## config.mk

```make
export PLATFORM = sky130hd
export DESIGN_NAME = writeback_arbiter
export DESIGN_NICKNAME = d
export VERILOG_FILES = /design/src/rtl/writeback_arbiter.sv
export SDC_FILE = /design/constraint.sdc
export NUM_CORES = 1
export LEC_CHECK = 0
export CORE_MARGIN = 8
export CORE_UTILIZATION = 48
export CTS_CLUSTER_DIAMETER = 150
export DETAILED_ROUTE_END_ITERATION = 7
export GPL_TIMING_DRIVEN = 0
export HOLD_SLACK_MARGIN = 0.03
export PLACE_DENSITY = 0.8
export SYNTH_ARGS = -nofsm -noshare
export SYNTH_HDL_FRONTEND = slang
export SYNTH_SLANG_ARGS = --single-unit
```

## constraint.sdc

```tcl
create_clock -name clk_i -period 2.3 [get_ports clk_i]
set_clock_uncertainty 0.2 [all_clocks]
set_input_delay 0.46 -clock clk_i [delete_from_list [all_inputs] [get_ports clk_i]]
set_output_delay 0.46 -clock clk_i [all_outputs]
set_load 0.02 [all_outputs]
```

## src/rtl/writeback_arbiter.sv

```systemverilog
// +----------------------------------------------------------------------------+
// | writeback_arbiter: merges ALU (FIFO-buffered) and LSU results onto the    |
// | register-file write port. Optional macro: WB_ALU_BYPASS_EN.               |
// | Revision: 1.0                                                              |
// +----------------------------------------------------------------------------+
`default_nettype none

module writeback_arbiter #(
  parameter int ADDR_WIDTH = 5,
  parameter int DATA_WIDTH = 32,
  parameter int FIFO_DEPTH = 2,
  localparam int NUM_WORDS = 2 ** ADDR_WIDTH
) (
  input  logic                  clk_i,
  input  logic                  rst_i,
  input  logic                  alu_valid_i,
  output logic                  alu_ready_o,
  input  logic [ADDR_WIDTH-1:0] alu_waddr_i,
  input  logic [DATA_WIDTH-1:0] alu_wdata_i,
  input  logic                  lsu_valid_i,
  output logic                  lsu_ready_o,
  input  logic [ADDR_WIDTH-1:0] lsu_waddr_i,
  input  logic [DATA_WIDTH-1:0] lsu_wdata_i,
  output logic [ADDR_WIDTH-1:0] waddr_a_o,
  output logic [DATA_WIDTH-1:0] wdata_a_o,
  output logic                  we_a_o,
  output logic [NUM_WORDS-1:0]  pending_o
);

  localparam int PTR_W = (FIFO_DEPTH > 1) ? $clog2(FIFO_DEPTH) : 1;
  localparam int CNT_W = $clog2(FIFO_DEPTH + 1);
  localparam logic [CNT_W-1:0] C_DEPTH   = CNT_W'(FIFO_DEPTH);
  localparam logic [PTR_W-1:0] C_PTR_MAX = PTR_W'(FIFO_DEPTH - 1);

  logic [ADDR_WIDTH-1:0] waddr_mem_q [FIFO_DEPTH];
  logic [ADDR_WIDTH-1:0] waddr_mem_d [FIFO_DEPTH];
  logic [DATA_WIDTH-1:0] wdata_mem_q [FIFO_DEPTH];
  logic [DATA_WIDTH-1:0] wdata_mem_d [FIFO_DEPTH];
  logic [FIFO_DEPTH-1:0] valid_q, valid_d;
  logic [PTR_W-1:0]      rd_ptr_q, rd_ptr_d, wr_ptr_q, wr_ptr_d;
  logic [CNT_W-1:0]      count_q, count_d;
  logic [ADDR_WIDTH-1:0] waddr_q, waddr_d;
  logic [DATA_WIDTH-1:0] wdata_q, wdata_d;
  logic                  we_q, we_d;

  logic fifo_full, fifo_empty;
  logic sel_lsu, sel_fifo, sel_byp, enq, deq;
  logic [ADDR_WIDTH-1:0] sel_addr;
  logic [DATA_WIDTH-1:0] sel_data;

  function automatic logic [PTR_W-1:0] ptr_inc(input logic [PTR_W-1:0] p);
    return (p == C_PTR_MAX) ? '0 : p + 1'b1;
  endfunction

  assign fifo_full   = (count_q == C_DEPTH);
  assign fifo_empty  = (count_q == '0);
  assign alu_ready_o = !fifo_full;
  assign lsu_ready_o = !fifo_full;

`ifdef WB_ALU_BYPASS_EN
  assign sel_byp = fifo_empty && !lsu_valid_i && alu_valid_i;
`else
  assign sel_byp = 1'b0;
`endif

  // A full FIFO wins over the LSU so the ALU stream can never be starved.
  assign sel_lsu  = !fifo_full && lsu_valid_i;
  assign sel_fifo = fifo_full || (!lsu_valid_i && !fifo_empty);
  assign enq      = alu_valid_i && alu_ready_o && !sel_byp;
  assign deq      = sel_fifo;

  always_comb begin
    sel_addr = alu_waddr_i;
    sel_data = alu_wdata_i;
    if (sel_lsu) begin
      sel_addr = lsu_waddr_i;
      sel_data = lsu_wdata_i;
    end else if (sel_fifo) begin
      sel_addr = waddr_mem_q[rd_ptr_q];
      sel_data = wdata_mem_q[rd_ptr_q];
    end
  end

  always_comb begin
    waddr_mem_d = waddr_mem_q;
    wdata_mem_d = wdata_mem_q;
    valid_d     = valid_q;
    rd_ptr_d    = rd_ptr_q;
    wr_ptr_d    = wr_ptr_q;
    count_d     = count_q;
    waddr_d     = waddr_q;
    wdata_d     = wdata_q;
    we_d        = 1'b0;

    if (deq) begin
      valid_d[rd_ptr_q] = 1'b0;
      rd_ptr_d          = ptr_inc(rd_ptr_q);
    end
    if (enq) begin
      waddr_mem_d[wr_ptr_q] = alu_waddr_i;
      wdata_mem_d[wr_ptr_q] = alu_wdata_i;
      valid_d[wr_ptr_q]     = 1'b1;
      wr_ptr_d              = ptr_inc(wr_ptr_q);
    end
    if (enq && !deq) begin
      count_d = count_q + 1'b1;
    end else if (!enq && deq) begin
      count_d = count_q - 1'b1;
    end

    if (sel_lsu || sel_fifo || sel_byp) begin
      waddr_d = sel_addr;
      wdata_d = sel_data;
      we_d    = |sel_addr;
    end
  end

  always_ff @(posedge clk_i) begin
    if (rst_i) begin
      for (int i = 0; i < FIFO_DEPTH; i++) begin
        waddr_mem_q[i] <= '0;
        wdata_mem_q[i] <= '0;
      end
      valid_q  <= '0;
      rd_ptr_q <= '0;
      wr_ptr_q <= '0;
      count_q  <= '0;
      waddr_q  <= '0;
      wdata_q  <= '0;
      we_q     <= 1'b0;
    end else begin
      waddr_mem_q <= waddr_mem_d;
      wdata_mem_q <= wdata_mem_d;
      valid_q     <= valid_d;
      rd_ptr_q    <= rd_ptr_d;
      wr_ptr_q    <= wr_ptr_d;
      count_q     <= count_d;
      waddr_q     <= waddr_d;
      wdata_q     <= wdata_d;
      we_q        <= we_d;
    end
  end

  always_comb begin
    pending_o = '0;
    for (int i = 0; i < FIFO_DEPTH; i++) begin
      if (valid_q[i]) begin
        pending_o[waddr_mem_q[i]] = 1'b1;
      end
    end
    pending_o[0] = 1'b0;
  end

  assign waddr_a_o = waddr_q;
  assign wdata_a_o = wdata_q;
  assign we_a_o    = we_q;

endmodule

`default_nettype wire

```

==> metrics.txt <==
violated checks=negative setup slack; Final WS setup=-0.158 ns; clock share of power=0.302; internal power=5330 uW; syn_nets=between 600 and 700; startpoint class of the critical path=register; fin crit share=1.07; Placer Congestion=0.859; ys async rst share=0; FF+latch area=around 0.0024 mm^2; WS Path Type=reg2out; peak supply drop=approximately 650 uV; Synth Instances=576; area taken by multi-input logic gates=between 0.002 and 0.003 mm^2; core area=0.0107 mm^2; layout cell share with drive strength beyond 1=0.228; Leak Pwr=0.00295 uW; hpwl dp=12700 um; Hold Path Class=reg2reg; placed cells=863; largest net degree at the start of global routing=17; clock buffer depth=2; die area=0.0145 mm^2; Vias=~5.5k; vias in the first global route=5761; FILL cells=763; Fmax achieved=407 MHz; clk root buf=clkbuf_8; CTS tree=built; synth-to-layout area growth=52.5%; final-stage net count=between 800 and 900; non-filler cells, final=921; Synth cell types=45; Vias/cell=about 6.0; sequential power share=0.324; clock latency on the worst-skew pair=0.52 ns; worst slew pin tran=between 0.5 and 0.6 ns; Crit Path Max Fanout=7; drt pass-1 iters=5; Max Cap Viol=0; pre-CTS WS=-0.271 ns; register area share after synthesis=0.450; DR iter-0 viols=408; # H-tree levels=4; DRC Markers=0; Routed wire per std cell=approximately 21 um; Num CTS Buffers=17; synthesized area per cell=9.11 um^2; relative slew slack=0.641; ys flop type=dfxtp_1; CP endpoint kind=output pin; total grt overflow=0; Reg clk slew, reported paths=0.06 ns; FP Rows=38; Routed WL=roughly 19000 um; EDFF count, synth=0; All-Layer GR Usage=0.246; crit path DAT=1.80 ns; Port Buffers=about 150; Die Y=121 um; FF+latch count, synth=118; Initial Util=0.488; initial antenna violation count=0; Pwr Density=1030 mW/mm^2; status=complete, but fails checks; Logic pwr share=0.374; Tmin final=2.46 ns; CP required=about 1.6 ns; Antenna Cells=0; # IOs=150; antenna viol nets, final=0; RSZ-0062 raised after global routing=true; switching pwr=between 2000 and 3000 uW; final setup vio count=22; die span in x=121 um; Num Clock Sinks=approximately 120; Final Hold Fails=0; max-slew violations=0; Net Sw Frac=0.353; mapped cell area=0.00525 mm^2; synthesis warning total=0; first-pass GRT wire length=28800 um
synthesized netlist by cell type (19+ instances only):
cell type  number  share of area
dfxtp_1       118           0.45
nand2_1        83          0.059
a21oi_1        42          0.040
a22o_1         37          0.062
mux2i_1        35          0.067
o22ai_1        34          0.041
o21ai_0        31          0.030
nor2_1         26          0.019
a211oi_1       25          0.036
nor3b_1        23          0.033
buf_2          19          0.018
clkbuf_1       19          0.014
routing by layer:
| layer | global-route usage | part of all wire | vias up | routed length (um) |
|---|---|---|---|---|
| met5 | 0 | 0 | - | 0 |
| met4 | 0.121 | 0.034 | 0 | 648 |
| met3 | 0.0755 | 0.084 | 56 | 1580 |
| met2 | 0.433 | 0.51 | 274 | 9560 |
| met1 | 0.263 | 0.38 | 2657 | 7140 |
| li1 | - | - | 2494 | - |
worst max-delay path, stage by stage, from the launching register on:
cell and delay, ns:
dfxtp_4 0.37, or3b_4 0.47, buf_6 0.15, o22ai_4 0.15, buf_6 0.14
through the flow:
step	hold WS, ns	utilization	cell area [um^2]	total power, uW	TNS [ns]
4_1_cts	0.255	0.724	7770	8150	-1.13
6_report	0.252	0.745	8000	8240	-1.22
3_5_place_dp	0.246	0.641	6890	5580	-4.26
2_1_floorplan	0.234	-	5250	4450	0
5_1_grt	0.268	0.745	8000	8580	-2.24
3_3_place_gp	0.241	0.641	6890	5490	-2.85
state kept, by name (all words and copies together) (netlist names), 2 cells and up:
register     count
count_q          2
valid_q          2
waddr_a_o        5
wdata_mem_q     64
wdata_a_o       32
waddr_mem_q     10
repair_timing:
| action | 4_1_cts | 5_1_grt |
|---|---|---|
| gates resized for setup | 214 | 46 |
| buffers inserted | 25 | 12 |
| cloned | 0 | 1 |
| pin swaps | 14 | 15 |
| setup endpoints to repair | 33 | 30 |
| hold buffers | 0 | 0 |
cells in the final DEF, fill, tap and decap left out, drive strengths merged, types with 2 or more instances in the layout:
master and count:
nor3 3, clkbuf 39, a221oi 10, nand3b 10, or3 4, clkinv 3, or3b 6, buf 96
mux2 4, nand2b 3, a211oi 25, o21a 2, xor2 2, bufinv 2, a21oi 43, nand2 84
nor2 27, mux2i 35, nand3 4, o22ai 35, dfxtp 118, nor3b 23, dlygate4sd2 2, a22o 37
o21ai 31, clkdlybuf4s50 114, inv 3, clkinvlp 3
worst paths after layout:
kind | startpoint | to | slack (ns) | cells past startpoint
max | valid_q[0] | pending_o[20] | -0.16 | 4
min | wdata_mem_q[35] | wdata_mem_q[35] | 0.25 | 2
max reg2reg | count_q[0] | count_q[1] | 0.08 | 7
min reg2reg | wdata_mem_q[35] | wdata_mem_q[35] | 0.25 | 2
logic make-up (layout without fill, tap and decap cells):
| logic type | after synthesis | in the layout | synth area share |
|---|---|---|---|
| buffers and inverters | 57 | 262 | 0.0625 |
| XOR/XNOR | 3 | 3 | 0.00501 |
| adder cells (fa/ha/maj) | 1 | 1 | 0.00239 |
| other | 1 | 1 | 0.000715 |
| AO/OA/AOI/OAI | 189 | 189 | 0.243 |
| flip-flops | 118 | 118 | 0.450 |
| AND/OR/NAND/NOR | 168 | 168 | 0.161 |
| multiplexers | 39 | 39 | 0.0754 |
power by group through the flow:
stage / registers [uW] / logic, uW / clock network, uW
finish: 2670 / 3080 / 2480
detailed placement: 2660 / 2920 / 0
floorplan: 2850 / 1600 / 0
global route: 2700 / 3270 / 2600
CTS: 2650 / 3010 / 2500
global placement: 2650 / 2840 / 0
layout make-up:
class | count | share of cell area
Buffer | 47 | 0.0363
Clock buffer | 22 | 0.0566
Clock inverter | 8 | 0.0127
Inverter | 3 | 0.00172
Multi-Input combinational cell | 401 | 0.349
Sequential cell | 118 | 0.300
Tap cell | 140 | 0.0219
Timing Repair Buffer | 182 | 0.221
(Power assumes the default switching activity.)
